[config.mk]
export PLATFORM = sky130hd
export DESIGN_NAME = fetch_stage_flat
export DESIGN_NICKNAME = d
export VERILOG_FILES = /design/src/rtl/cpu_types_pkg.sv /design/src/rtl/fetch_stage_if.sv /design/src/rtl/fetch_stage_buffer.sv /design/src/rtl/fetch_stage.sv /design/src/flat_wrapper.sv
export SDC_FILE = /design/constraint.sdc
export NUM_CORES = 1
export LEC_CHECK = 0
export CORE_AREA = 8 8 159 161
export CTS_CLUSTER_SIZE = 28
export DETAILED_ROUTE_END_ITERATION = 7
export DIE_AREA = 0 0 167 169
export GPL_TIMING_DRIVEN = 0
export PLACE_DENSITY = 0.72
export RECOVER_POWER = 50
export REMOVE_ABC_BUFFERS = 1
export SYNTH_ARGS = -nofsm -noshare
export SYNTH_HDL_FRONTEND = slang
export SYNTH_SLANG_ARGS = --single-unit
[constraint.sdc]
create_clock -name CLK -period 3.01 [get_ports CLK]
set_clock_uncertainty 0.1 [all_clocks]
set_input_delay 0.602 -clock CLK [delete_from_list [all_inputs] [get_ports CLK]]
set_output_delay 0.602 -clock CLK [all_outputs]
set_load 0.005 [all_outputs]
[src/rtl/cpu_types_pkg.sv]
// rtl/cpu_types_pkg.sv - shared CPU types: machine word and fetch-stage states
package cpu_types_pkg;
   typedef logic [31:0] word_t;

   typedef enum logic [1:0] {
      FETCH,
      HOLD,
      DROP,
      HALTED
   } fetch_state_t;

   localparam word_t WORD_STEP = 32'd4;

   // Targets arrive from the ALU; the low two bits are never meaningful for a word fetch.
   function automatic word_t align_word(input word_t addr);
      return {addr[31:2], 2'b00};
   endfunction
endpackage

[src/rtl/fetch_stage_if.sv]
// rtl/fetch_stage_if.sv - instruction-memory request/response handshake
interface fetch_stage_if;
   import cpu_types_pkg::*;

   logic  iREN;
   word_t imemaddr;
   logic  ihit;
   word_t imemload;

   modport master (output iREN, imemaddr, input ihit, imemload);
   modport slave  (input iREN, imemaddr, output ihit, imemload);
endinterface

[src/rtl/fetch_stage_buffer.sv]
// rtl/fetch_stage_buffer.sv - single-entry holding register for a stalled fetch
module fetch_buffer
   import cpu_types_pkg::*;
(
   input  logic  CLK,
   input  logic  nRST,
   input  logic  load,
   input  logic  clear,
   input  word_t instr_d,
   input  word_t pc_d,
   output logic  valid,
   output word_t instr_q,
   output word_t pc_q
);
   always_ff @(posedge CLK or negedge nRST) begin
      if (!nRST) begin
         valid   <= 1'b0;
         instr_q <= '0;
         pc_q    <= '0;
      end else if (clear) begin
         valid <= 1'b0;
      end else if (load) begin
         valid   <= 1'b1;
         instr_q <= instr_d;
         pc_q    <= pc_d;
      end
   end
endmodule

[src/rtl/fetch_stage.sv]
// rtl/fetch_stage.sv - instruction fetch stage feeding the IF/ID pipeline register
module fetch_stage
   import cpu_types_pkg::*;
#(
   parameter word_t PC_INIT = 32'h0000_0000
) (
   input  logic          CLK,
   input  logic          nRST,
   input  logic          stall,
   input  logic          redirect,
   input  word_t         redirect_pc,
   input  logic          halt_req,
   fetch_stage_if.master imem,
   output word_t         ifid_instruction,
   output word_t         ifid_pcn,
   output word_t         ifid_next_address,
   output logic          ifid_flushed,
   output logic          ifid_wen,
   output logic          ifid_flush,
   output word_t         fetch_count
);
   fetch_state_t state, state_n;
   word_t        pc, pc_n;
   word_t        target_q, target_n;
   logic         halt_pend, halt_pend_n;
   logic         buf_load, buf_clear, buf_valid;
   word_t        buf_instr, buf_pc;
   word_t        rpc;

   logic  iren;
   word_t instr, pcn, next_addr;
   logic  flushed, wen, flush;

   assign rpc = align_word(redirect_pc);

   fetch_buffer u_buffer (
      .CLK     (CLK),
      .nRST    (nRST),
      .load    (buf_load),
      .clear   (buf_clear),
      .instr_d (imem.imemload),
      .pc_d    (pc),
      .valid   (buf_valid),
      .instr_q (buf_instr),
      .pc_q    (buf_pc)
   );

   always_ff @(posedge CLK or negedge nRST) begin
      if (!nRST) begin
         state       <= FETCH;
         pc          <= PC_INIT;
         target_q    <= '0;
         halt_pend   <= 1'b0;
         fetch_count <= '0;
      end else begin
         state     <= state_n;
         pc        <= pc_n;
         target_q  <= target_n;
         halt_pend <= halt_pend_n;
         if (wen && !flushed)
            fetch_count <= fetch_count + 32'd1;
      end
   end

   always_comb begin
      state_n     = state;
      pc_n        = pc;
      target_n    = target_q;
      halt_pend_n = halt_pend;
      buf_load    = 1'b0;
      buf_clear   = 1'b0;
      iren        = 1'b0;
      instr       = '0;
      pcn         = '0;
      next_addr   = '0;
      flushed     = 1'b0;
      wen         = 1'b0;
      flush       = 1'b0;

      // A redirect always squashes IF/ID and, unless stalled, writes a bubble.
      if (redirect) begin
         flush       = 1'b1;
         halt_pend_n = 1'b0;
         if (!stall) begin
            wen     = 1'b1;
            flushed = 1'b1;
         end
      end

      case (state)
         FETCH: begin
            iren = 1'b1;
            if (redirect) begin
               if (imem.ihit) begin
                  pc_n = rpc;
               end else begin
                  target_n = rpc;
                  state_n  = DROP;
               end
            end else if (imem.ihit) begin
               if (halt_pend) begin
                  halt_pend_n = 1'b0;
                  state_n     = HALTED;
               end else if (!stall) begin
                  instr     = imem.imemload;
                  pcn       = pc;
                  next_addr = pc + WORD_STEP;
                  wen       = 1'b1;
                  pc_n      = pc + WORD_STEP;
                  if (halt_req)
                     state_n = HALTED;
               end else if (halt_req) begin
                  state_n = HALTED;
               end else begin
                  buf_load = 1'b1;
                  state_n  = HOLD;
               end
            end else if (halt_req) begin
               halt_pend_n = 1'b1;
            end
         end

         HOLD: begin
            if (redirect) begin
               buf_clear = 1'b1;
               pc_n      = rpc;
               state_n   = FETCH;
            end else begin
               instr     = buf_instr;
               pcn       = buf_pc;
               next_addr = buf_pc + WORD_STEP;
               if (!stall && buf_valid) begin
                  wen       = 1'b1;
                  pc_n      = buf_pc + WORD_STEP;
                  buf_clear = 1'b1;
                  state_n   = halt_req ? HALTED : FETCH;
               end else if (halt_req) begin
                  buf_clear = 1'b1;
                  state_n   = HALTED;
               end
            end
         end

         DROP: begin
            iren = 1'b1;
            if (redirect)
               target_n = rpc;
            if (imem.ihit) begin
               pc_n    = redirect ? rpc : target_q;
               state_n = FETCH;
            end
         end

         HALTED: begin
            if (redirect) begin
               pc_n    = rpc;
               state_n = FETCH;
            end
         end

         default: state_n = FETCH;
      endcase
   end

   assign imem.iREN         = iren & nRST;
   assign imem.imemaddr     = pc;
   assign ifid_instruction  = nRST ? instr : '0;
   assign ifid_pcn          = nRST ? pcn : '0;
   assign ifid_next_address = nRST ? next_addr : '0;
   assign ifid_flushed      = flushed & nRST;
   assign ifid_wen          = wen & nRST;
   assign ifid_flush        = flush & nRST;
endmodule
[src/flat_wrapper.sv]
// flat-port wrapper written by rule: the top's interface ports become plain ports
module fetch_stage_flat import cpu_types_pkg::*;
#(
   parameter word_t PC_INIT = 32'h0000_0000
)
  (CLK, nRST, stall, redirect, redirect_pc, halt_req, ifid_instruction, ifid_pcn, ifid_next_address, ifid_flushed, ifid_wen, ifid_flush, fetch_count, imem_iREN, imem_imemaddr, imem_ihit, imem_imemload);
  fetch_stage_if imem_i ();
  input  logic CLK;
  input  logic nRST;
  input  logic stall;
  input  logic redirect;
  input  word_t redirect_pc;
  input  logic halt_req;
  output word_t ifid_instruction;
  output word_t ifid_pcn;
  output word_t ifid_next_address;
  output logic ifid_flushed;
  output logic ifid_wen;
  output logic ifid_flush;
  output word_t fetch_count;
  output wire logic [$bits(imem_i.iREN)-1:0] imem_iREN;
  output wire logic [$bits(imem_i.imemaddr)-1:0] imem_imemaddr;
  input wire logic [$bits(imem_i.ihit)-1:0] imem_ihit;
  input wire logic [$bits(imem_i.imemload)-1:0] imem_imemload;
  assign imem_iREN = imem_i.iREN;
  assign imem_imemaddr = imem_i.imemaddr;
  assign imem_i.ihit = imem_ihit;
  assign imem_i.imemload = imem_imemload;
  fetch_stage #(.PC_INIT(PC_INIT)) u_core (.CLK(CLK), .nRST(nRST), .stall(stall), .redirect(redirect), .redirect_pc(redirect_pc), .halt_req(halt_req), .imem(imem_i), .ifid_instruction(ifid_instruction), .ifid_pcn(ifid_pcn), .ifid_next_address(ifid_next_address), .ifid_flushed(ifid_flushed), .ifid_wen(ifid_wen), .ifid_flush(ifid_flush), .fetch_count(fetch_count));
endmodule
* Word-level counts from Yosys, hierarchy flattened *
Index checks and enable logic that the tools add are counted.

word-level totals
  bits in registers = 164
  bits in latches = 0
  memory bits (writable) = 0
  bits in read-only memories = 0
  input port bits = 70
  output and inout bits = 164
  logic and storage cells = 118
  memories kept = 0

operators by class
  add/subtract/negate cells = 3
  $mul = 0
  divide/modulo/power cells = 0
  $lt $le $gt $ge = 0
  eq/ne operators = 13
  shifts and indexed selects = 0
  mux-type cells = 77
  bitwise gates (word level) = 5
  reduce and logical (&&, ||, !) cells = 12

operators by type and width
  cell                                                                     count
  32-bit two-way mux                                                       30
  32-bit case mux with 2 select lines                                      4
  32-bit case mux with 4 select lines                                      1
  32-bit by 3-bit adder with 32-bit output, second input constant          2
  32-bit by 1-bit adder with 32-bit output, second input constant          1
  1-bit two-way mux                                                        28
  2-bit two-way mux                                                        12
  3-bit inequality test, second input constant                             4
  2-bit inequality test, second input constant                             5
  2-bit case mux with 4 select lines                                       1
  6-bit AND reduction                                                      1
  1-bit bitwise AND                                                        4
  2-bit equality test, second input constant                               2
  4-bit AND reduction                                                      1
  2-bit nonzero test                                                       2
  3-bit by 2-bit inequality test with 1-bit output, second input constant  1
  3-bit AND reduction                                                      1
  2-bit by 1-bit equality test with 1-bit output, second input constant    1
  1-bit logical AND                                                        2
  1-bit zero test                                                          2
  2-bit zero test                                                          1
  1-bit case mux with 2 select lines                                       1
  2-bit AND reduction                                                      1
  2-bit OR reduction                                                       1
  1-bit inverter                                                           1

* Longest topological paths before layout *
  depth after elaboration = 8
  gate-level depth with buffers = 9
  depth with buffers taken out = 7

* Hierarchy *
From an unflattened synthesis, not the netlist that was laid out.

second synthesis, totals
  cell total of the unflattened synthesis = 1092
  area total of the unflattened synthesis = 10380.0 µm²

by module, submodules not included
  module        instances  cells an instance  area each (µm²)  seq. area each (µm²)
  fetch_stage   1          953                7646.1           2477.4
  fetch_buffer  1          139                2733.9           1626.6

* Worst setup path after synthesis *
Ideal clock, no wire load.

  path type = input to output
  start = input port redirect
  end = output port ifid_pcn[0]
  data arrival time = 2.084 ns
  data required time = 2.308 ns
  slack = 0.224 ns
  stages on the path = 7
  buffers on the path = 4
  path through = buf_2 -> nor3b_2 -> clkbuf_1 -> buf_1 -> a22oi_1 -> nor2_1 -> buf_4

on the way
  longest elaborated chain between the ends = 3
  elaborated cells on any way between the ends = 4
  those cells by class = mux: 4

ends and longest elaborated chain
  what                                     RTL line                               RTL
  start: declaration                       flat_wrapper.sv:11                     input logic redirect;
  32-bit two-way mux (on tied branches)    fetch_stage.sv:124, fetch_stage.sv:93
  32-bit case mux with 2 select lines (*)  fetch_stage.sv:90                      case (state)
  32-bit two-way mux (*)                   fetch_stage.sv:168                     assign ifid_pcn = nRST ? pcn : '0;
  end: declaration                         flat_wrapper.sv:15                     output word_t ifid_pcn;

Every way passes the cells marked *; elsewhere a longest branch is shown, timed or not.

* Final worst setup path *
  start = register u_core.state[0]
  end = output port ifid_pcn[3]

on the way
  longest elaborated chain between the ends = 3
  elaborated cells on any way between the ends = 4
  those cells by class = eq/ne: 1; mux: 2; reduce/logical: 1

ends and longest elaborated chain
  what                                                                               RTL line            RTL
  start: declaration                                                                 fetch_stage.sv:22   fetch_state_t state, state_n;
  start signal: assignment                                                           fetch_stage.sv:56   state <= state_n;
  2-bit by 1-bit equality test with 1-bit output or 2-bit zero test (tied branches)  fetch_stage.sv:90
  32-bit case mux with 2 select lines (*)                                            fetch_stage.sv:90
  32-bit two-way mux (*)                                                             fetch_stage.sv:168

Marks and branches as above.

==> metrics list <==
- Worst hold margin: 0.02594 ns
* Iter 0 DRT Violations: 1467
- For this design, the sink count on the clock tree is 164.
- In this run the worst hold path is classified as input port to async pin.
* RSZ-0062 raised after global routing: true
- Post-synthesis sequential area ratio: 40.67%
- Total global-route track usage: 27.47%
- Relative slew slack: -19.64%
- Highest clock frequency the design can meet: 310.1 MHz
- Top FF cell, synth: dfrtp_1
- Clock buffers created by TritonCTS: 17
- The first detailed-routing pass took 6 iterations.
* Routed wire per std cell: 23.66 µm
- CTS placed an instance of clkbuf_16 at the clock tree root.
- Entering global routing, the biggest net connects 66 pins.
- The congestion estimate from routability-driven global placement came to 0.8799.
* Die boundary height: 169 µm
- Post-route core utilization: 65.42%
* Maximum capacitance violations: 2
- In this design, the largest share of critical-path delay is due to simple AND/OR/NAND/NOR gates.
* Clock edge transition at the registers on the reported setup and hold paths: 0.06 ns
* Number of flip-flops and latches in the synthesized netlist: 164
- Cell area after synthesis: 10090 µm²
- Dividing the detail-routed via count by the number of cells gives 6.250.
- By count the netlist is led by dfrtp_1, nor2_1, nand2_1, mux2_2, a22oi_1.
* Worst setup SP type: flop
- In the synthesized netlist the async set-or-reset flop fraction comes to 100.0%.
- For the pin with the worst max-slew slack, the measured transition is 1.795 ns.
* Most used standard cell by instance count after synthesis: dfrtp_1
- Post-route cell area: 14990 µm²
- Synthesis produced 1094 cells.
- The floorplan step defined a die boundary enclosing 28220 µm².
* Biggest fanout along the worst timing path: 7
- Half-perimeter wire length of the detailed placement result: 23.28 mm
- In this run the power density over the cells is 690.0 nW/µm².
- 234 I/O pins were placed.
* Crit Reg-Reg Startpoint: u_core.state[1]
* Later-pin clock latency in the skew report: 0.43 ns
- The number of antenna diodes in the final layout is 0.
- In the final design database the tool counted 1470 nets.
* Critical Path Start: u_core.state[0]
* Number of cell rows: 56
- TritonCTS built the clock tree.
- Once the floorplan was initialized, standard cells occupied 44.04% of the core.
- Input and output buffers added on the ports amount to 231.
* Detailed-route wire length: 40.19 mm
* Wire length of the first global-routing pass: 61.71 mm
* Buffers and inverters on the worst path: 4
- Antenna viol nets, final: 0
- P&R area growth vs syn: 48.56%
- For this run, design rule violations remaining after detail routing come to 0.
- The final hold violation count came to 0.
* Initial antenna violation count: 5
* Share of the clock period used by the worst path: 107.1%
* Syn avg cell area: 9.223 µm²
* Synth unique cells: 66
* Total number of vias: 10620
* Setup crit end kind: output pin
- Violated checks: max-capacitance violations, max-slew violations, negative setup slack
- Number of max-slew violations in the final report: 92
* Total number of yosys warnings: 0
- Share of Yosys cell area claimed by the top area cell type: 40.67%
- Pleak: 6.297 nW
- Number of enable flip-flop cells after synthesis: 0
- Counting along the longest clock path gives a buffer depth of 2.
- STA puts the critical path data arrival time at 2.52 ns.
- List of cells traversed by the critical path: or3_4 -> o221ai_4 -> nor2_4 -> buf_8 -> buf_16 -> buf_4 -> a22oi_2 -> nor2_1 -> buf_2
- Peak supply drop: 0.4490 mV
* Critical path start-end classification: flop to output pin
* Cell type with the largest total area after synthesis: dfrtp_1
- Crit path time final: 3.225 ns
- Summing all placed instances gives a cell area of 12780 µm².
- Share of post-route cells with drive strength above 1: 39.03%
* Setup ws final: -0.2146 ns
- Prior to clock tree synthesis, the placed netlist has a worst setup slack of -2.747 ns.
* Via count of the first global-routing pass: 10600
- For this design, the slowest cell found on the critical path is dfrtp_4.
- The region available for standard cell placement spans 22910 µm².
* Result of the run: finished, violations left
- Required time at the endpoint of the critical path: 2.31 ns
* Dominant cells by area after synthesis: dfrtp_1, mux2_2, a22oi_1
* Die X-Extent: 167 µm
- H-Tree Depth: 4
* Max stage delay on crit path: 0.49 ns
* Setup Viol. Count Final: 95
- Sum of overflow across all layers after global routing: 0
==> area by class of cell <==
cell class	count	area [µm²]
fillers	1727	7923
multi-input cells	830	6355
flip-flops and latches	164	4156
repair buffers	372	3433
clock buffers	20	456.7
well taps	290	362.8
clock inverters	11	173.9
inverters	11	46.29
repair inverters	1	5.005
==> cells by family (layout without fill, tap and decap cells) <==
| group | Yosys count | in the layout | synth area share, % |
|---|---|---|---|
| AO/OA/AOI/OAI | 260 | 261 | 17.80 |
| adder cells (fa/ha/maj) | 3 | 3 | 0.3721 |
| buffers and inverters | 101 | 415 | 4.241 |
| XOR/XNOR | 81 | 81 | 7.031 |
| flip-flops | 164 | 164 | 40.67 |
| multiplexers | 108 | 108 | 11.89 |
| AND/OR/NAND/NOR | 377 | 377 | 17.99 |
==> stage by stage <==
stage	setup TNS [ns]	total power, W	instances
finish	-12.08	0.01034	1699
global route	-17.19	0.01078	1699
CTS	-7.023	0.009937	1667
detailed placement	-429.02	0.006769	1542
global placement	-2573.70	0.006597	1525
floorplan	-364.61	0.005319	1004
==> registers in the layout, indices dropped and copies added, names as in the netlist <==
name	flops
u_core.fetch_count	32
u_core.halt_pend	1
u_core.imem.imemaddr	32
u_core.state	2
u_core.target_q	32
u_core.u_buffer.instr_q	32
u_core.u_buffer.pc_q	32
u_core.u_buffer.valid	1
==> cell usage in the layout (no fill, tap or decap), types with 6 or more instances in the layout <==
master	count
nand2_1	90
buf_2	84
nor3_1	9
nand3_1	35
or3_1	6
clkbuf_2	10
xor2_1	30
a21oi_1	40
dfrtp_1	126
a21o_1	13
a22oi_2	64
xnor2_1	46
o22ai_1	10
and2_1	8
a2bb2oi_1	10
mux2_2	95
nand4_1	26
buf_16	14
clkbuf_16	20
o21ai_0	29
and4_1	9
buf_4	91
mux2i_1	13
buf_8	9
a31oi_1	12
dfrtp_2	36
nor2_1	116
inv_1	9
buf_6	17
clkdlybuf4s50_1	106
a211oi_1	7
a221oi_1	13
dlygate4sd3_1	24
buf_12	6
and3_1	15
a21oi_2	16
==> worst paths after layout <==
| kind | end | depth (start not counted) | slack, ns |
|---|---|---|---|
| hold reg to reg | u_core.fetch_count[31] | 1 | 0.36 |
| setup / recovery | ifid_pcn[3] | 9 | -0.21 |
| max in group asynchronous | u_core.u_buffer.pc_q[6] | 2 | 0.95 |
| setup reg to reg | u_core.target_q[9] | 6 | 0.06 |
| hold / removal | u_core.state[1] | 2 | 0.03 |
| min in group CLK | u_core.fetch_count[31] | 1 | 0.36 |
==> routing by layer <==
metal | global-route usage [%] | wire length, µm | vias to the layer above
met3 | 8.176 | 4468 | 154
met1 | 34.16 | 15380 | 5191
met2 | 43.21 | 18580 | 670
li1 | - | - | 4593
met4 | 13.16 | 1696 | 10
met5 | 0 | 62 | -
==> worst reg2reg max path, stage by stage, from the launching register on <==
cell        delay [ns]
dfrtp_4           0.46
buf_4             0.23
clkinvlp_4        0.17
buf_4             0.25
a21oi_1           0.42
nand2_2           0.66
mux2_2            0.54
==> what timing repair did <==
action | CTS | global route
setup endpoints to repair | 254 | 116
hold buffers | 1 | 0
setup buffers | 85 | 31
cloned | 10 | 3
endpoints found under the hold margin | 64 | 0
gates resized for setup | 561 | 41
pin swaps | 51 | 35
==> power by group <==
group          leakage, nW  switching [W]  internal (W)  total, W
sequential            1.99       0.000915       0.00293   0.00384
combinational         4.01        0.00197       0.00214   0.00411
clock                0.299       0.000958       0.00143   0.00239
total                 6.30        0.00384       0.00650    0.0103
Note: power is estimated with default switching activity, not from simulation.
